File: src/rtl/vga_timing_pkg.sv
// Default 640x480@60 timing constants shared by the VGA sync generator.
package vga_timing_pkg;

    localparam int VGA_H_VISIBLE = 640;
    localparam int VGA_H_FRONT   = 16;
    localparam int VGA_H_SYNC    = 96;
    localparam int VGA_H_BACK    = 48;
    localparam int VGA_H_TOTAL   = VGA_H_VISIBLE + VGA_H_FRONT + VGA_H_SYNC + VGA_H_BACK;

    localparam int VGA_V_VISIBLE = 480;
    localparam int VGA_V_FRONT   = 10;
    localparam int VGA_V_SYNC    = 2;
    localparam int VGA_V_BACK    = 33;
    localparam int VGA_V_TOTAL   = VGA_V_VISIBLE + VGA_V_FRONT + VGA_V_SYNC + VGA_V_BACK;

    // Sync active levels: 0 means the pulse is driven low.
    localparam bit VGA_H_POL = 1'b0;
    localparam bit VGA_V_POL = 1'b0;

    // Wide enough for H_TOTAL-1 (799) and V_TOTAL-1 (524).
    localparam int VGA_CNT_W = 10;

endpackage

File: src/rtl/vga_axis_counter.sv
// One timing axis (horizontal or vertical): a wrapping counter plus
// visible/sync region flags that track the counter value exactly.
module vga_axis_counter
    import vga_timing_pkg::*;
#(
    parameter int VISIBLE = VGA_H_VISIBLE,
    parameter int FRONT   = VGA_H_FRONT,
    parameter int SYNC    = VGA_H_SYNC,
    parameter int BACK    = VGA_H_BACK,
    parameter int W       = VGA_CNT_W
) (
    input  logic         clk,
    input  logic         rst,
    input  logic         inc,
    output logic [W-1:0] cnt,
    output logic         wrap,
    output logic         in_sync,
    output logic         in_visible
);

    localparam int TOTAL = VISIBLE + FRONT + SYNC + BACK;

    // Region edges, expressed as the count value just before each change.
    localparam logic [W-1:0] LAST     = W'(TOTAL - 1);
    localparam logic [W-1:0] VIS_LAST = W'(VISIBLE - 1);
    localparam logic [W-1:0] SYNC_SET = W'(VISIBLE + FRONT - 1);
    localparam logic [W-1:0] SYNC_CLR = W'(VISIBLE + FRONT + SYNC - 1);

    // Terminal count on an enabled cycle; feeds the next axis and the strobes.
    assign wrap = inc && (cnt == LAST);

    // Advance the count and toggle region flags at their exact boundaries.
    always_ff @(posedge clk) begin
        // NOTE: all state uses non-blocking assignments so every flop samples
        // pre-edge values; blocking here would create order-dependent logic.
        if (rst) begin
            cnt        <= '0;
            in_visible <= 1'b1;
            in_sync    <= 1'b0;
        end else if (inc) begin
            if (cnt == LAST) begin
                cnt        <= '0;
                in_visible <= 1'b1;
                in_sync    <= 1'b0;
            end else begin
                cnt <= cnt + 1'b1;
                if (cnt == VIS_LAST) in_visible <= 1'b0;
                if (cnt == SYNC_SET) in_sync    <= 1'b1;
                if (cnt == SYNC_CLR) in_sync    <= 1'b0;
            end
        end
    end

endmodule

File: src/rtl/vga_sync_gen.sv
// VGA sync generator: pixel/line counters advanced by a pixel clock enable,
// with registered sync, visible-area, coordinate and start-strobe outputs.
module vga_sync_gen
    import vga_timing_pkg::*;
#(
    parameter int H_VISIBLE = VGA_H_VISIBLE,
    parameter int H_FRONT   = VGA_H_FRONT,
    parameter int H_SYNC    = VGA_H_SYNC,
    parameter int H_BACK    = VGA_H_BACK,
    parameter int V_VISIBLE = VGA_V_VISIBLE,
    parameter int V_FRONT   = VGA_V_FRONT,
    parameter int V_SYNC    = VGA_V_SYNC,
    parameter int V_BACK    = VGA_V_BACK,
    parameter bit H_POL     = VGA_H_POL,
    parameter bit V_POL     = VGA_V_POL,
    parameter int CNT_W     = VGA_CNT_W
) (
    input  logic             clk,
    input  logic             rst,
    input  logic             pix_en,
    output logic             hsync,
    output logic             vsync,
    output logic             video_on,
    output logic [CNT_W-1:0] x,
    output logic [CNT_W-1:0] y,
    output logic             line_start,
    output logic             frame_start
);

    logic [CNT_W-1:0] h_cnt;
    logic [CNT_W-1:0] v_cnt;
    logic             h_wrap;
    logic             v_wrap;
    logic             v_inc;
    logic             h_in_sync;
    logic             v_in_sync;
    logic             h_in_vis;
    logic             v_in_vis;
    logic             line_pend;
    logic             frame_pend;

    // Lines advance only on the pixel that ends the previous line.
    assign v_inc = pix_en && h_wrap;

    vga_axis_counter #(
        .VISIBLE (H_VISIBLE),
        .FRONT   (H_FRONT),
        .SYNC    (H_SYNC),
        .BACK    (H_BACK),
        .W       (CNT_W)
    ) u_h_axis (
        .clk        (clk),
        .rst        (rst),
        .inc        (pix_en),
        .cnt        (h_cnt),
        .wrap       (h_wrap),
        .in_sync    (h_in_sync),
        .in_visible (h_in_vis)
    );

    vga_axis_counter #(
        .VISIBLE (V_VISIBLE),
        .FRONT   (V_FRONT),
        .SYNC    (V_SYNC),
        .BACK    (V_BACK),
        .W       (CNT_W)
    ) u_v_axis (
        .clk        (clk),
        .rst        (rst),
        .inc        (v_inc),
        .cnt        (v_cnt),
        .wrap       (v_wrap),
        .in_sync    (v_in_sync),
        .in_visible (v_in_vis)
    );

    // Register the decode of the current counters every clk. A wrap is held
    // in *_pend for one clk so the strobe lands on the first output cycle
    // that shows the new (0) count, and lasts exactly one clk.
    always_ff @(posedge clk) begin
        if (rst) begin
            hsync       <= ~H_POL;
            vsync       <= ~V_POL;
            video_on    <= 1'b0;
            x           <= '0;
            y           <= '0;
            line_pend   <= 1'b0;
            frame_pend  <= 1'b0;
            line_start  <= 1'b0;
            frame_start <= 1'b0;
        end else begin
            hsync       <= h_in_sync ? H_POL : ~H_POL;
            vsync       <= v_in_sync ? V_POL : ~V_POL;
            video_on    <= h_in_vis && v_in_vis;
            x           <= h_cnt;
            y           <= v_cnt;
            line_pend   <= h_wrap;
            frame_pend  <= v_wrap;
            line_start  <= line_pend;
            frame_start <= frame_pend;
        end
    end

endmodule
File: config.mk
export PLATFORM = sky130hd
export DESIGN_NAME = vga_sync_gen
export DESIGN_NICKNAME = d
export VERILOG_FILES = /design/src/rtl/vga_timing_pkg.sv /design/src/rtl/vga_axis_counter.sv /design/src/rtl/vga_sync_gen.sv
export SDC_FILE = /design/constraint.sdc
export NUM_CORES = 1
export LEC_CHECK = 0
export CAP_MARGIN = 20
export CORE_MARGIN = 2
export CORE_UTILIZATION = 45
export CTS_CLUSTER_DIAMETER = 100
export CTS_CLUSTER_SIZE = 12
export DETAILED_ROUTE_END_ITERATION = 8
export GPL_TIMING_DRIVEN = 0
export PLACE_DENSITY = 0.67
export SKIP_CTS_REPAIR_TIMING = 1
export SYNTH_ARGS = -nofsm -noshare
export SYNTH_HDL_FRONTEND = slang
export SYNTH_HIERARCHICAL = 1
export SYNTH_SLANG_ARGS = --single-unit
File: constraint.sdc
create_clock -name clk -period 2.5 [get_ports clk]
set_input_delay 0.25 -clock clk [delete_from_list [all_inputs] [get_ports clk]]
set_output_delay 0.25 -clock clk [all_outputs]
set_load 0.01 [all_outputs]
# Word level (Yosys, flattened, before mapping)
# Cells that the tools add are included.
[word_totals] register_bits=51 inputBits=3
[classes] n_addsub=2 n_eq_ne=8 muxes=14 n_reduce_logical=12
[op_table] cell="$eq 10x10->1 const B" count=5
[op_table] cell="$eq 10x9->1 const B" count=3
[op_table] cell="$add 10x1->10 const B" count=2
[op_table] cell="$mux 10" count=2
[op_table] cell="$mux 1" count=12
[op_table] cell="$reduce_and 2->1" count=4
[op_table] cell="$reduce_bool 3->1" count=2
[op_table] cell="$logic_and 1x1->1" count=4
[op_table] cell="$reduce_bool 2->1" count=2

# Longest topological paths before layout
[logic_depth] word_depth=4 ltp_mapped=9

# By module
# Netlist, hierarchy kept.
[by_module_without_submodules] module="vga_sync_gen" n_inst=1 cells_each=57 area_per_inst_um2=738.2 seq_area_each_um2=540.5
[by_module_without_submodules] module="vga_axis_counter (u_v_axis)" n_inst=1 cells_each=70 area_per_inst_um2=643.1 seq_area_each_um2=240.2
[by_module_without_submodules] module="vga_axis_counter (u_h_axis)" n_inst=1 cells_each=65 area_per_inst_um2=596.8 seq_area_each_um2=240.2

# Worst setup path after synthesis
# No wires, ideal clock.
[synth_timing] path_kind="reg-to-reg" from="register u_h_axis.cnt[2]" to="register u_v_axis.cnt[7]" setup_time_ps=66 t_arrival_ps=1980 required_time_ps=2434 path_slack_ps=454 stages_incl_launch_ff=9 n_path_buf=2 synth_period_minus_slack_ps=2046 path_cell_list="dfxtp_1 and4_2 and4_1 and2_1 buf_2 nand4_2 buf_6 or4_4 a21oi_2"
[synth_via] elab_chain_len=3
[synth_lines] item="start: declaration" line="vga_axis_counter.sv:15" source="output logic [W-1:0] cnt,"
[synth_lines] item="start signal: assignment" line="vga_axis_counter.sv:46" source="cnt <= cnt + 1'b1;"
[synth_lines] item="$eq 10x10->1" line="vga_axis_counter.sv:30" source="assign wrap = inc && (cnt == LAST);"
[synth_lines] item="$logic_and 1x1->1" line="vga_axis_counter.sv:30"
[synth_lines] item="via h_wrap" line="vga_sync_gen.sv:32" source="logic h_wrap;"
[synth_lines] item="$logic_and 1x1->1" line="vga_sync_gen.sv:43" source="assign v_inc = pix_en && h_wrap;"
[synth_lines] item="via v_inc" line="vga_sync_gen.sv:34" source="logic v_inc;"
[synth_lines] item="end signal: assignment" line="vga_axis_counter.sv:46"
[synth_lines] item="end: declaration" line="vga_axis_counter.sv:15"
# The timed path passes the listed nets, and every way through them passes these cells.
# A chain may end at the register's enable or synchronous reset.

# Worst setup path in the final report
[layout_timing] from="input port pix_en" to="register u_v_axis.cnt[7]"
[layout_via] elab_chain_len=2
[layout_lines] item="start: declaration" line="vga_sync_gen.sv:20" source="input logic pix_en,"
[layout_lines] item="$logic_and 1x1->1" line="vga_axis_counter.sv:30"
[layout_lines] item="via h_wrap" line="vga_sync_gen.sv:32"
[layout_lines] item="$logic_and 1x1->1" line="vga_sync_gen.sv:43"
[layout_lines] item="via v_inc" line="vga_sync_gen.sv:34"
# The timed path passes the listed nets, and every way through them passes these cells.

==> impl_metrics.ini <==
[setup_path]
cp_common_cell = buf_2
endpoint_kind = flop
worstSetupPathType = input pin to flop
cp_max_fo = 10
cp.required_ns = 2.74
start_kind = input pin
crit_path_max_incr_delay_ns = 0.50
critPathArrivalTime_ns = 2.63
worstPathCellList = clkdlybuf4s50_1, buf_2, and4_2, and4_1, and2_1, buf_2, nand4_2, buf_6, or4_4, a21oi_2
cp_slowest_cell = clkdlybuf4s50_1

[timing]
setup_viol_count_final = 0
fin_skew_ns = 0.00735
min_period_ns = 2.39
setup_slack_ns = 0.112
slew_headroom_pct = 73.7
finalMaxSlewViolations = 0
final-hold-violation-count = 0
fin_tns_setup_ns = 0
worst_pin_slew_ns = 0.393
fin_crit_sh_pct = 95.5
rsz0062_at_grt = false
fmax_ghz = 0.419

[hold_path]
hold_class = flop to flop

[cells_and_area]
nNetsFinal = 233
postLayoutCoreUtil_pct = 57.0
drive_above_1_share_pct = 11.0
mostFrequentLayoutCells = dfxtp_1 (51), clkdlybuf4s50_1 (27), nor2b_1 (21)
diodes = 0
design_area_mm2 = 0.00245
area_growth_syn_to_layout_pct = 23.8
fillers = 408
final_common_cell = dfxtp_1

[cts]
cts.clk_slew.worst_paths_ns = 0.09
cts_tree = built
cts_sinks = 51
cts-root-buf = clkbuf_8
cts_buffer_depth = 2
h-tree-depth = 2
numCtsBuffers = 5
worstSkewPairLatency_ns = 0.30

[synthesis]
synth_ff_type = dfxtp_1
synth_top_area_share_pct = 51.6
syn_inst = 192
syn-cell-area_mm2 = 0.00198
synth-seq-area-share_pct = 51.6
yosysUniqueCellTypes = 39
async_flop_share_pct = 0
avgSynthCellArea_um2 = 10.3
synth_edf_count = 0
yosysWarnings = 6
syn_nets = 199
synth_top_area_cell = dfxtp_1
ys_ff_latch = 51
yosys-top-cells-area = dfxtp_1 (52%), nor2b_1 (6.6%), nand4_1 (3.2%)

[die]
start_util_pct = 46.1
dieWidth_um = 70.3
fp.dieH_um = 70.3
dieArea_mm2 = 0.00494
ioPinCount = 28
core-area_mm2 = 0.00429
placementRows = 24

[power]
ir_drop_uv = 354
p_leak_nw = 0.884
power_density_mw_per_mm2 = 628

[placed_design]
placed_area_mm2 = 0.00231
gp_congestion = 0.752
dpl.hpwl_um = 2320
portBuffers = 27
pre_cts_ws_ns = -0.211

[global_route]
grt_max_degree = 16
antenna_found_initial = 0
grt_busiest_layer = met2
grt_usage_pct = 14.9
met3_usage_pct = 5.05
grt_pass1_vias = 1272
grt-ovfl-total = 0
grt_pass1_wl_um = 5880
globalRouteMet1Util_pct = 20.4
met2_usage_pct = 21.4

[detailed_routing]
avgRoutedWirePerCell_um = 12.0
vias = 1440
wl_um = 3360
drc = 0
firstDrtPassIters = 4
vias_per_cell = 5.16
ant_nets = 0
drt_iter0_drc = 63

[outcome]
status = completed

[job]
cap_viol_max_count = 0
-- layer usage --
layer | wire length (um) | share of wire [%]
met1 | 1670 | 50
met2 | 1460 | 43
met3 | 170 | 5.1
met4 | 63 | 1.9
met5 | 0 | 0
-- worst max-delay path, delay by kind of cell --
family	cells	cell delay, ns
buf+inv	4	1.06
compound gates	1	0.14
simple gates	5	1.16
-- worst paths after layout --
| kind | slack, ns | depth (start not counted) | from | end |
|---|---|---|---|---|
| min | 0.41 | 1 | u_v_axis/in_sync | vsync |
| max reg2reg | 0.28 | 8 | u_h_axis/cnt[2] | u_v_axis/cnt[7] |
| min reg2reg | 0.41 | 1 | u_v_axis/in_sync | vsync |
| max | 0.11 | 10 | pix_en | u_v_axis/cnt[7] |
-- stage by stage --
| stage | total power [W] | hold WS (ns) | cells |
|---|---|---|---|
| 2_1_floorplan | 0.000875 | 0.319 | 192 |
| 3_3_place_gp | 0.000896 | 0.389 | 271 |
| 3_5_place_dp | 0.000896 | 0.391 | 271 |
| 4_1_cts | 0.00155 | 0.414 | 279 |
| 5_1_grt | 0.00159 | 0.431 | 279 |
| 6_report | 0.00154 | 0.407 | 279 |
-- flip-flops by register name, indices dropped and copies added (netlist names) --
signal / flops
u_h_axis/cnt: 10
u_v_axis/cnt: 10
x: 10
y: 10
frame_pend: 1
frame_start: 1
hsync: 1
line_pend: 1
line_start: 1
u_h_axis/in_sync: 1
u_h_axis/in_visible: 1
u_v_axis/in_sync: 1
u_v_axis/in_visible: 1
video_on: 1
vsync: 1
-- area by class of cell --
class | instances | area (um2) | share of cell area (%)
Multi-Input combinational cell | 126 | 877 | 35.8
Clock buffer | 6 | 72.6 | 2.96
Buffer | 8 | 56.3 | 2.30
Timing Repair Buffer | 27 | 270 | 11.0
Clock inverter | 2 | 60.1 | 2.45
Inverter | 7 | 26.3 | 1.07
Sequential cell | 51 | 1020 | 41.7
Tap cell | 52 | 65.1 | 2.66
-- power by group --
group          total (W)  internal [W]  leakage (nW)  switching (W)
sequential      0.000827      0.000820         0.412     0.00000666
clock           0.000660      0.000400        0.0654       0.000261
combinational  0.0000499     0.0000237         0.407      0.0000262
total            0.00154       0.00124         0.884       0.000293
-- cell families after synthesis --
group                    share of synthesized area, %
AND/OR/NAND/NOR                                  28.1
flip-flops                                       51.6
AO/OA/AOI/OAI                                    9.17
buffers and inverters                            4.05
XOR/XNOR                                         3.54
adder cells (fa/ha/maj)                          2.53
multiplexers                                     1.01
-- cell usage after synthesis, types with 3 or more instances --
cell type,count
ha_1,4
nor2_1,10
dfxtp_1,51
nand2b_1,3
xnor2_1,3
nand2_1,8
inv_1,7
buf_4,3
xor2_1,5
and2b_1,4
nand4bb_1,3
buf_2,4
o31ai_1,7
or3_2,3
o21ai_0,6
a21oi_1,9
or4_1,5
nand4_1,10
nor2b_1,21
Note: power is estimated with default switching activity, not from simulation.
